$ cat config.mk
export PLATFORM = sky130hd
export DESIGN_NAME = mux_arb8
export DESIGN_NICKNAME = d
export VERILOG_FILES = /design/src/rtl/mux_arb8_pkg.sv /design/src/rtl/mux_arb8_rr_arb8.sv /design/src/rtl/mux_arb8.sv
export SDC_FILE = /design/constraint.sdc
export NUM_CORES = 1
export LEC_CHECK = 0
export ABC_AREA = 0
export CAP_MARGIN = 20
export CORE_MARGIN = 1.5
export CORE_UTILIZATION = 50
export DETAILED_ROUTE_END_ITERATION = 8
export PLACE_DENSITY = 0.82
export RECOVER_POWER = 100
export SYNTH_ARGS = -nofsm -noshare
export SYNTH_HDL_FRONTEND = slang
export SYNTH_SLANG_ARGS = --single-unit
$ cat constraint.sdc
create_clock -name clk -period 7.4 [get_ports clk]
set_clock_uncertainty 0.1 [all_clocks]
set_input_delay 1.48 -clock clk [delete_from_list [all_inputs] [get_ports clk]]
set_output_delay 1.48 -clock clk [all_outputs]
set_load 0.03 [all_outputs]
$ cat src/rtl/mux_arb8_pkg.sv
// Shared constants, FSM state type and round-robin search for mux_arb8.
// Latency: none, pure declarations and a combinational helper; backpressure: n/a.
package mux_arb8_pkg;

  localparam int NCH   = 8;
  localparam int SEL_W = 3;

  typedef enum logic {
    IDLE = 1'b0,
    HOLD = 1'b1
  } state_t;

  // Walk from ptr+8 (ptr itself, lowest priority) down to ptr+1 so the
  // last hit wins, giving ptr+1 the highest priority.
  function automatic logic [SEL_W-1:0] rr_next(input logic [SEL_W-1:0] ptr,
                                               input logic [NCH-1:0]   req);
    logic [SEL_W-1:0] idx;
    logic [SEL_W-1:0] res;
    res = ptr;
    for (int k = NCH; k >= 1; k--) begin
      idx = ptr + k[SEL_W-1:0];
      if (req[idx]) res = idx;
    end
    return res;
  endfunction

endpackage

$ cat src/rtl/mux_arb8_rr_arb8.sv
// Combinational round-robin picker over eight requests, starting after ptr.
// Latency: 0 cycles; backpressure: none, the caller decides whether to use the grant.
module rr_arb8
  import mux_arb8_pkg::*;
(
  input  logic [SEL_W-1:0] ptr,
  input  logic [NCH-1:0]   req,
  output logic [SEL_W-1:0] gnt_idx,
  output logic             gnt_any
);

  assign gnt_idx = rr_next(ptr, req);
  assign gnt_any = |req;

endmodule

$ cat src/rtl/mux_arb8.sv
// 8:1 round-robin mux into a registered output slot; MUX_ARB8_PARITY_EN adds y_par.
// Latency: 1 cycle req->y_vld; backpressure: y/s held and no ch_ack while y_vld && !y_rdy.
module mux_arb8
  import mux_arb8_pkg::*;
#(
  parameter int W = 1
) (
  input  logic             clk,
  input  logic             rst_n,
  input  logic [NCH-1:0]   ch_req,
  input  logic [NCH*W-1:0] ch_data,
  output logic [NCH-1:0]   ch_ack,
  output logic [W-1:0]     y,
  output logic [SEL_W-1:0] s,
  output logic             y_vld,
`ifdef MUX_ARB8_PARITY_EN
  output logic             y_par,
`endif
  input  logic             y_rdy
);

  state_t           r_state;
  logic [W-1:0]     r_y;
  logic [SEL_W-1:0] r_s;
  logic [SEL_W-1:0] r_ptr;

  logic [SEL_W-1:0] w_gnt_idx;
  logic             w_gnt_any;
  logic             w_free;
  logic             w_cap;
  logic [W-1:0]     w_sel_dat;

  rr_arb8 u_arb (
    .ptr     (r_ptr),
    .req     (ch_req),
    .gnt_idx (w_gnt_idx),
    .gnt_any (w_gnt_any)
  );

  // Gating with rst_n keeps ch_ack low while reset is held, so the first
  // capture can only happen on the first edge after release.
  assign w_free    = rst_n && ((r_state == IDLE) || y_rdy);
  assign w_cap     = w_free && w_gnt_any;
  assign w_sel_dat = ch_data[w_gnt_idx*W +: W];
  assign ch_ack    = w_cap ? ({{(NCH-1){1'b0}}, 1'b1} << w_gnt_idx) : '0;

  always_ff @(posedge clk or negedge rst_n) begin
    if (!rst_n) begin
      r_state <= IDLE;
      r_y     <= '0;
      r_s     <= '0;
      r_ptr   <= SEL_W'(NCH - 1);
    end else if (w_cap) begin
      r_state <= HOLD;
      r_y     <= w_sel_dat;
      r_s     <= w_gnt_idx;
      r_ptr   <= w_gnt_idx;
    end else if (w_free) begin
      r_state <= IDLE;
    end
  end

`ifdef MUX_ARB8_PARITY_EN
  logic r_par;

  always_ff @(posedge clk or negedge rst_n) begin
    if (!rst_n) begin
      r_par <= 1'b0;
    end else if (w_cap) begin
      r_par <= ^w_sel_dat;
    end
  end

  assign y_par = r_par;
`endif

  assign y     = r_y;
  assign s     = r_s;
  assign y_vld = (r_state == HOLD);

endmodule
==> impl_metrics.yaml <==
status:
  status: "completed"
worst_setup_path:
  path_cells: "dlygate4sd3_1 -> mux4_2 -> mux2_4 -> a211oi_2 -> o21ai_0 -> xnor2_1 -> or2b_1 -> nor2_1 -> dlygate4sd3_1"
  critPathKind: "in -> out"
  cp_slowest_cell: "dlygate4sd3_1"
  arrival_ps: 5190
  crit_top_cell: "dlygate4sd3_1"
  critPathMaxFanout: 9
  startpoint_type: "input pin"
  cp-end-kind: "output pin"
  cpPeakStageDelay_ps: 750
  rr_worst_depth: 10
  crit_required_ps: 5820
synth:
  ys_seq_area_share_pct: 17.36
  synth_seq_cells: 8
  async_flop_share_pct: 100.0
  syn-num-nets: 146
  synth_top_cells_by_count: "nor2_1 (15), mux2i_1 (11), mux2_2 (9)"
  synthAdderAreaFrac_pct: 2.130
  synth_top_area_share_pct: 15.34
  synthDominantAreaCellType: "mux4_2"
  syn_inst: 125
  synth_area_um2: 1175
  yosys.cell_count.top_type: "nor2_1"
  yosysWarnings: 0
  avgSynthCellArea_um2: 9.399
  synth.distinct_cells: 45
  synthTopCellsByArea: "mux4_2 (15%), dfrtp_1 (11%), mux2i_1 (9.4%)"
  muxShareOfSynthArea_pct: 34.61
  synthXorXnorAreaFrac_pct: 5.325
  synth_top_family_by_area: "multiplexers"
  synthFlopType: "dfrtp_1"
  yosys.area_share.simple_pct: 12.67
  synth_compound_area_share_pct: 23.00
  synth_edf_count: 0
global_routing:
  gr-total-overflow: 0
  grt_util_met1_pct: 34.33
  grtUsageMet3_pct: 1.754
  top_usage_layer: "met2"
  grt_pass1_wl_mm: 5.147
  grt_use_total_pct: 25.00
  grt_pass1_vias: 1099
  grt_antenna_before_repair: 0
  grt_max_degree: 16
  grt_util_met2_pct: 41.88
floorplanning:
  num_rows: 17
  die_x_um: 51.48
  ios: 32
  core_um2: 2212
  dieArea_um2: 2650
  start_util_pct: 53.11
  dieHeight_um: 51.48
drt:
  first_pass_iters: 4
  vias: 1148
  viasPerCell: 6.273
  wl_mm: 2.980
  wl_per_cell_um: 16.28
  final_antenna_net_count: 0
  drt_iter0_drc: 47
  drc: 0
sta:
  final_max_slew_viol_count: 0
  max_freq_ghz: 0.1478
  rsz0062_at_grt: "no"
  slew_headroom_pct: 49.08
  worst_slack_ps: 632.2
  fin_tns_setup_ps: 0
  tightest_slew_ps: 758.3
  min_period_ps: 6768
  finalCritPeriodShare_pct: 91.46
  finalHoldViolCount: 0
  setup_viol_count_final: 0
clock_tree:
  cts_resized: 0
  cts_tree: "built"
  htreeDepth: 1
  clk_pin_slew_ps: 60
  clock_latency_ps: 250
  cts-root-to-sink-buffers: 2
  cts_hold_buffers: 0
  post_cts_buffers: 0
  cts_buffers: 3
  root_buffer: "clkbuf_4"
  cts_sinks: 8
min_path:
  hold_class: "reg -> reg"
  whs_path_depth: 1
layout:
  drive_gt1_share_pct: 17.42
  diodes: 0
  stdcell_count: 183
  postLayoutCellArea_um2: 1486
  area_delta_synth_final_pct: 26.52
  final_nets: 177
place:
  gp_congestion: 0.9371
  pre_cts_ws_ps: 1057
  place_area_um2: 1493
  portBuffers: 31
  dp_cells: 179
  hpwl_mm: 2.327
job:
  maxCapViolCount: 0
[critical path, delay by kind of cell]
kind / cells / cell delay, ps
AO/OA/AOI/OAI: 2 / 390
XOR/XNOR: 1 / 670
AND/OR/NAND/NOR: 2 / 380
multiplexers: 2 / 870
buffers and inverters: 2 / 1390
[final cells by class]
type / instances / area, um2
timing repair buffer: 32 / 314.1
multi-input combinational: 105 / 884.6
sequential: 8 / 203.9
fill: 181 / 725.7
inverter: 6 / 22.52
tap: 28 / 35.03
clock buffer: 4 / 26.28
[cell usage in the layout, fill, tap and decap left out, types with 2 or more instances in the layout]
cell type / instances
clkdlybuf4s50_1: 17
dfrtp_1: 5
mux2_2: 8
inv_1: 5
a211o_1: 2
o21ai_0: 5
o22ai_1: 2
xnor2_1: 2
clkbuf_4: 3
o211ai_1: 2
o21a_1: 2
mux2i_1: 11
nand2_1: 8
a21o_1: 3
ha_1: 2
a211oi_1: 2
clkbuf_1: 2
xor2_1: 3
nand2b_1: 3
mux4_2: 8
dfstp_2: 3
nor4_1: 2
o21ai_1: 3
dlygate4sd3_1: 14
nor2_1: 15
a21oi_1: 4
a221oi_1: 2
[metrics by stage]
step	util [%]	hold slack (ps)
final	67.19	392.4
after global routing	67.19	411.3
after CTS	68.67	402.8
after detailed placement	67.48	378.8
after global placement	67.48	380.2
after floorplan	-	579.8
[kinds of logic (layout without fill, tap and decap cells)]
| logic type | after synthesis | after routing |
|---|---|---|
| xor+xnor | 5 | 5 |
| compound gates | 36 | 36 |
| fa+ha+maj | 2 | 2 |
| buf+inv | 12 | 42 |
| flops | 8 | 8 |
| simple gates | 33 | 33 |
| mux | 29 | 29 |
[state kept, by name, indices dropped and copies added, names as in the netlist]
register and count:
y_vld 1, y 1, s 3, r_ptr 3
[worst paths after layout]
| kind | from | slack, ps | to |
|---|---|---|---|
| max | ch_req[5] | 630 | ch_ack[3] |
| min | s[1] | 390 | s[1] |
| max reg2reg | r_ptr[1] | 3160 | y |
| min reg2reg | s[1] | 390 | s[1] |
| max in group asynchronous | rst_n | 5390 | r_ptr[0] |
| min in group asynchronous | rst_n | 1480 | y |
[layer usage]
metal  wire length, um  vias up
met4                42        0
met2              1513       46
met3               155        8
li1                  -      541
met1              1269      553
met5                 0        -
Power is not shown: default switching activity piles up to over one toggle a cycle in this logic, so the estimate is an artifact.
